File: src/rtl/alu_pkg.sv
// Shared opcode definitions for the ALU bit-slice datapath.
package alu_pkg;

    typedef logic [2:0] alu_op_t;

    localparam alu_op_t OP_PASSB = 3'b000;
    localparam alu_op_t OP_RSV1  = 3'b001;
    localparam alu_op_t OP_ADD   = 3'b010;
    localparam alu_op_t OP_SUB   = 3'b011;
    localparam alu_op_t OP_AND   = 3'b100;
    localparam alu_op_t OP_OR    = 3'b101;
    localparam alu_op_t OP_XOR   = 3'b110;
    localparam alu_op_t OP_RSV7  = 3'b111;

endpackage

File: src/rtl/alu_bit_slice_comb.sv
// Combinational 1-bit ALU slice: adder with optional B inversion plus logic ops.
module alu_bit_slice_comb
    import alu_pkg::*;
(
    input  logic    a,
    input  logic    b,
    input  logic    cin,
    input  alu_op_t cntrl,
    output logic    result,
    output logic    cout
);

    logic       b_eff_s;
    logic       sum_s;
    logic [7:0] mux_in_s;

    // cntrl[0] inverts B for every opcode, so cout follows it even in logic ops
    mux2_1 u_bmux (
        .in  ({~b, b}),
        .sel (cntrl[0]),
        .out (b_eff_s)
    );

    full_adder u_fa (
        .a    (a),
        .b    (b_eff_s),
        .cin  (cin),
        .sum  (sum_s),
        .cout (cout)
    );

    // Opcode-indexed inputs to the result mux; reserved codes read as zero
    always_comb begin
        mux_in_s           = 8'h00;
        mux_in_s[OP_PASSB] = b;
        mux_in_s[OP_RSV1]  = 1'b0;
        mux_in_s[OP_ADD]   = sum_s;
        mux_in_s[OP_SUB]   = sum_s;
        mux_in_s[OP_AND]   = a & b;
        mux_in_s[OP_OR]    = a | b;
        mux_in_s[OP_XOR]   = a ^ b;
        mux_in_s[OP_RSV7]  = 1'b0;
    end

    mux8_1 u_omux (
        .in  (mux_in_s),
        .sel (cntrl),
        .out (result)
    );

endmodule

File: src/rtl/full_adder.sv
// One-bit full adder.
module full_adder (
    input  logic a,
    input  logic b,
    input  logic cin,
    output logic sum,
    output logic cout
);

    assign sum  = a ^ b ^ cin;
    assign cout = (a & b) | (a & cin) | (b & cin);

endmodule

File: src/rtl/mux2_1.sv
// Two-input one-bit multiplexer: out = in[sel].
module mux2_1 (
    input  logic [1:0] in,
    input  logic       sel,
    output logic       out
);

    // Select one of the two inputs
    always_comb begin
        if (sel) begin
            out = in[1];
        end else begin
            out = in[0];
        end
    end

endmodule

File: src/rtl/mux8_1.sv
// Eight-input one-bit multiplexer: out = in[sel].
module mux8_1 (
    input  logic [7:0] in,
    input  logic [2:0] sel,
    output logic       out
);

    // Select one of the eight inputs
    always_comb begin
        case (sel)
            3'd0:    out = in[0];
            3'd1:    out = in[1];
            3'd2:    out = in[2];
            3'd3:    out = in[3];
            3'd4:    out = in[4];
            3'd5:    out = in[5];
            3'd6:    out = in[6];
            3'd7:    out = in[7];
            default: out = 1'b0;
        endcase
    end

endmodule

File: src/rtl/alu_bit_slice_core.sv
// Registered ripple-carry ALU built from WIDTH combinational bit slices.
module alu_bit_slice_core #(
    parameter int WIDTH = 1
) (
    input  logic             clk,
    input  logic             reset,
    input  logic [WIDTH-1:0] a,
    input  logic [WIDTH-1:0] b,
    input  logic             cin,
    input  logic [2:0]       cntrl,
    output logic [WIDTH-1:0] result,
    output logic             cout
);

    logic [WIDTH:0]   carry_s;
    logic [WIDTH-1:0] result_s;
    logic [WIDTH-1:0] result_r;
    logic             cout_r;

    assign carry_s[0] = cin;

    for (genvar i = 0; i < WIDTH; i++) begin : g_slice
        alu_bit_slice_comb u_slice (
            .a      (a[i]),
            .b      (b[i]),
            .cin    (carry_s[i]),
            .cntrl  (cntrl),
            .result (result_s[i]),
            .cout   (carry_s[i+1])
        );
    end

    // Output registers; reset is active low and clears them immediately
    always_ff @(posedge clk or negedge reset) begin
        if (!reset) begin
            result_r <= {WIDTH{1'b0}};
            cout_r   <= 1'b0;
        end else begin
            result_r <= result_s;
            cout_r   <= carry_s[WIDTH];
        end
    end

    assign result = result_r;
    assign cout   = cout_r;

endmodule

File: config.mk
export PLATFORM = sky130hd
export DESIGN_NAME = alu_bit_slice_core
export DESIGN_NICKNAME = d
export VERILOG_FILES = /design/src/rtl/alu_pkg.sv /design/src/rtl/alu_bit_slice_comb.sv /design/src/rtl/full_adder.sv /design/src/rtl/mux2_1.sv /design/src/rtl/mux8_1.sv /design/src/rtl/alu_bit_slice_core.sv
export SDC_FILE = /design/constraint.sdc
export NUM_CORES = 1
export LEC_CHECK = 0
export BUFFER_PORTS_ARGS = -buffer_cell sky130_fd_sc_hd__buf_2
export CORE_AREA = 10 10 47 49
export DETAILED_ROUTE_END_ITERATION = 16
export DIE_AREA = 0 0 57 59
export GPL_ROUTABILITY_DRIVEN = 0
export GPL_TIMING_DRIVEN = 0
export PLACE_DENSITY_LB_ADDON = 0.2
export SYNTH_ARGS = -nofsm -noshare
export SYNTH_HDL_FRONTEND = slang
export SYNTH_HIERARCHICAL = 1
export SYNTH_SLANG_ARGS = --single-unit
File: constraint.sdc
create_clock -name clk -period 0.8 [get_ports clk]
set_input_delay 0.08 -clock clk [delete_from_list [all_inputs] [get_ports clk]]
set_output_delay 0.08 -clock clk [all_outputs]
set_load 0.01 [all_outputs]
## After elaboration in Yosys (flattened, before gate mapping)

Cells that the tools add are included.

| cells by class | value |
|---|---|
| reductions and logical operators | 3 |
| mux-type cells | 2 |
| bitwise logic cells | 11 |
| equal/unequal tests | 7 |

Operators by type and width:

| operator | count |
|---|---|
| == test 3 bit, second input constant | 4 |
| == test 3 x 2 -> 1 bit, second input constant | 2 |
| one-hot mux 1 bit (6 select lines) | 1 |
| bitwise AND 1 bit | 4 |
| OR reduction 2 bit | 2 |
| == test 3 x 1 -> 1 bit, second input constant | 1 |
| zero test 3 bit | 1 |
| bitwise OR 1 bit | 3 |
| XOR 1 bit | 3 |
| two-way mux 1 bit | 1 |
| NOT 1 bit | 1 |

| storage, ports and cells | value |
|---|---|
| bits of input ports | 8 |
| logic and storage cells | 25 |
| output and inout bits | 2 |
| register bits | 2 |

## Depth between registers and ports, before layout

| logic depth | value |
|---|---|
| depth after elaboration | 5 |
| gate-level depth with buffers | 5 |
| depth with buffers taken out | 5 |

## By module

The synthesis kept the hierarchy.

Modules (own cells, without submodules):

| module | area each (um2) | times used | cells an instance | seq. area each (um2) |
|---|---|---|---|---|
| mux8_1 | 63.8 | 1 | 3 | 0.0 |
| alu_bit_slice_core | 50.0 | 1 | 2 | 50.0 |
| alu_bit_slice_comb | 40.0 | 1 | 6 | 0.0 |
| full_adder | 20.0 | 1 | 1 | 0.0 |
| mux2_1 | 15.0 | 1 | 1 | 0.0 |

## Worst setup path after synthesis

OpenSTA, ideal clock, no wires.

| path | value |
|---|---|
| kind | in2reg |
| start point | input cntrl[0] |
| end point | register result_r (netlist: result) |
| path slack | -0.886 ns |
| required time | 0.675 ns |
| stages | 4 |
| path buffers | 0 |
| data arrival time | 1.561 ns |
| setup time | 0.125 ns |
| cell sequence | mux2_4 -> fa_1 -> mux4_1 -> mux2_2 |

| between the ends | value |
|---|---|
| word-level cells in the longest chain between the ends | 4 |
| elaborated cells between the ends (all ways) | 14 |
| those cells by class | eq/ne: 7; mux: 2; bitwise: 2; reduce/logical: 3 |

RTL lines:

| element | line | source |
|---|---|---|
| start, declared | alu_bit_slice_core.sv:10 | `input logic [2:0] cntrl,` |
| two-way mux 1 bit | mux2_1.sv:10 | `if (sel) begin` |
| XOR 1 bit (2 in series) | full_adder.sv:10 | `assign sum = a ^ b ^ cin;` |
| net g_slice[0].u_slice.mux_in_s[2] | alu_bit_slice_comb.sv:15 | `logic [7:0] mux_in_s;` |
| one-hot mux 1 bit (6 select lines) | mux8_1.sv:10 | `case (sel)` |
| net result_s | alu_bit_slice_core.sv:16 | `logic [WIDTH-1:0] result_s;` |
| end signal, assigned | alu_bit_slice_core.sv:36 | `result_r <= {WIDTH{1'b0}};` |
| end signal, assigned | alu_bit_slice_core.sv:39 | `result_r <= result_s;` |
| end, declared | alu_bit_slice_core.sv:17 | `logic [WIDTH-1:0] result_r;` |

The timed path passes the listed nets, and every way through them passes these cells.

## Worst setup path after layout

| path | value |
|---|---|
| start point | input cntrl[0] |
| end point | register result_r (netlist: result) |

| between the ends | value |
|---|---|
| word-level cells in the longest chain between the ends | 4 |
| elaborated cells between the ends (all ways) | 14 |
| those cells by class | eq/ne: 7; mux: 2; bitwise: 2; reduce/logical: 3 |

RTL lines:

| element | line | source |
|---|---|---|
| two-way mux 1 bit | mux2_1.sv:10 |  |
| net g_slice[0].u_slice.b_eff_s | alu_bit_slice_comb.sv:13 | `logic b_eff_s;` |
| XOR 1 bit (2 in series) | full_adder.sv:10 |  |
| net g_slice[0].u_slice.mux_in_s[2] | alu_bit_slice_comb.sv:15 |  |
| one-hot mux 1 bit (6 select lines) | mux8_1.sv:10 |  |
| net result_s | alu_bit_slice_core.sv:16 |  |

The timed path passes the listed nets, and every way through them passes these cells.

==> impl_metrics.json <==
{
  "outcome": "finished with violations",
  "violations": "setup timing",
  "portBuffers": 9,
  "fmaxAchievable_mhz": 663,
  "power_leakage_uw": 0.000161,
  "wl_per_cell_um": 9.82,
  "ys_warn_count": 6,
  "yosysUniqueCellTypes": 8,
  "timing.final.ws_setup_ns": -0.709,
  "synth_top_area_frac": 0.278,
  "grt_pass1_wl_um": 690,
  "seq_area_frac_synth": 0.265,
  "clkSlewWorstSetupHoldPaths_ns": 0.03,
  "routed_wl_um": 432,
  "vias": 152,
  "rsz0062_at_grt": "true",
  "synth.area.top_cells": "mux4_1 28%, dfrtp_1 26%, ha_1 13%, fa_1 11%, mux2_4 7.9%",
  "crit_arrival_ns": 1.61,
  "crit_type": "in -> reg",
  "ir_drop_v": 0.000264,
  "hold_viol_final": 0,
  "worstSetupEndpointType": "flip-flop",
  "grt_util_all_layers": 0.0308,
  "hold-worst-slack_ns": 0.126,
  "crit_fanout": 2,
  "cts_root_buf": "clkbuf_4",
  "ant_nets": 0,
  "placed_area_sq_um": 256,
  "setup.worst_path.start_class": "input port",
  "avgViaCountPerCell": 3.45,
  "drc": 0,
  "core_area_sq_mm": 0.00140,
  "die_area_sq_mm": 0.00336,
  "die_w_um": 57,
  "period_share": 1.89,
  "final_nets": 41,
  "setup_tns_ns": -0.709,
  "initial_core_util": 0.135,
  "grt.overflow.total": 0,
  "first_iter_violations": 0,
  "die_h_um": 59,
  "avgSynthCellArea_sq_um": 14.5,
  "grt_max_degree": 5,
  "n_antenna_cell": 0,
  "syn_inst": 13,
  "synthesis.area_sq_um": 189,
  "synth-seq-cells": 2,
  "areaGrowthSynthToFinish_pct": 67.6,
  "post-route-cell-area_sq_um": 317,
  "grt_pass1_vias": 193,
  "final-setup-viol-count": 1,
  "tritoncts": "built",
  "firstDrtPassIters": 1,
  "drv_slew": 0,
  "clock_path_buffers": 2,
  "maxCapViolations": 0,
  "cts.sinks": 2,
  "antenna_found_initial": 0,
  "rows": 14,
  "ctsHtreeMaxLevel": 1,
  "yosysTopAreaCell": "mux4_1",
  "final_layout_size_suffix_gt1_frac": 0.643,
  "ios": 10,
  "place_ws_ns": -1.01,
  "cts_buffers": 3,
  "hp-class": "in -> reg",
  "power_density_mw_per_mm2": 1470,
  "fin_crit_ns": 1.51,
  "critPathRequiredTime_ns": 0.90
}
synthesized netlist by cell type:
cell type,count
mux2_4,1
inv_1,3
mux2_2,1
fa_1,1
ha_1,2
dfrtp_1,2
mux4_1,2
conb_1,1
routing by layer:
metal,GRT usage,routed length [um],part of all wire,vias to the layer above
li1,-,-,-,73
met1,0.0167,123,0.28,65
met2,0.0403,211,0.49,12
met3,0.0408,93,0.22,2
met4,0.0403,4,0.0093,0
met5,0,0,0,-
critical path, stage by stage:
cell	delay [ns]
buf_8	0.10
mux2_4	0.29
fa_2	0.42
mux4_2	0.45
mux2_4	0.27
state kept, by name (all words and copies together) (netlist names):
register  cells
cout          1
result        1
logic make-up (layout without fill, tap and decap cells):
family	count (synthesis)	count (layout)	share of synthesized area
adders and majority gates	3	3	0.238
muxes	4	4	0.417
buffers and inverters	3	17	0.0596
DFF	2	2	0.265
other	1	2	0.0198
repair_timing:
action	CTS	global route
hold endpoints to repair	2	0
setup buffers	1	0
gates resized for setup	7	0
pin swaps	1	1
hold buffers	1	0
endpoints found under the setup margin	1	3
layout make-up:
class / count / area (sq um)
fillers: 167 / 1080
multi-input cells: 9 / 134
repair buffers: 11 / 78.8
flip-flops and latches: 2 / 50.0
clock buffers: 3 / 22.5
well taps: 16 / 20.0
inverters: 3 / 11.3
final timing paths:
check	from	cells after the start	slack, ns	endpoint
setup / recovery	cntrl[0]	5	-0.71	result$_DFF_PN0_
hold / removal	cntrl[1]	2	0.13	result$_DFF_PN0_
max in group asynchronous	reset	2	0.53	result$_DFF_PN0_
min in group asynchronous	reset	2	0.18	cout$_DFF_PN0_
per-stage QoR:
| step | utilization | total power (uW) | std cells |
|---|---|---|---|
| final | 0.226 | 466 | 44 |
| after global routing | 0.226 | 509 | 44 |
| after CTS | 0.226 | 486 | 44 |
| after detailed placement | 0.183 | 233 | 39 |
| after global placement | 0.183 | 229 | 39 |
| after floorplan | - | 181 | 14 |
layout by cell type, fill, tap and decap left out:
cell type,n
fa_2,1
buf_4,1
mux2_4,2
buf_8,1
dfrtp_1,2
ha_1,2
inv_1,2
mux4_2,1
dlygate4sd3_1,1
inv_2,1
clkbuf_4,3
buf_2,7
conb_1,2
mux4_1,1
buf_6,1
power breakdown:
group          internal [uW]  leakage (uW)  total, uW  switching [uW]
combinational           84.4      0.000124        134            49.4
clock                    165     0.0000138        215            50.0
sequential               115     0.0000233        117            2.42
(Power assumes the default switching activity.)
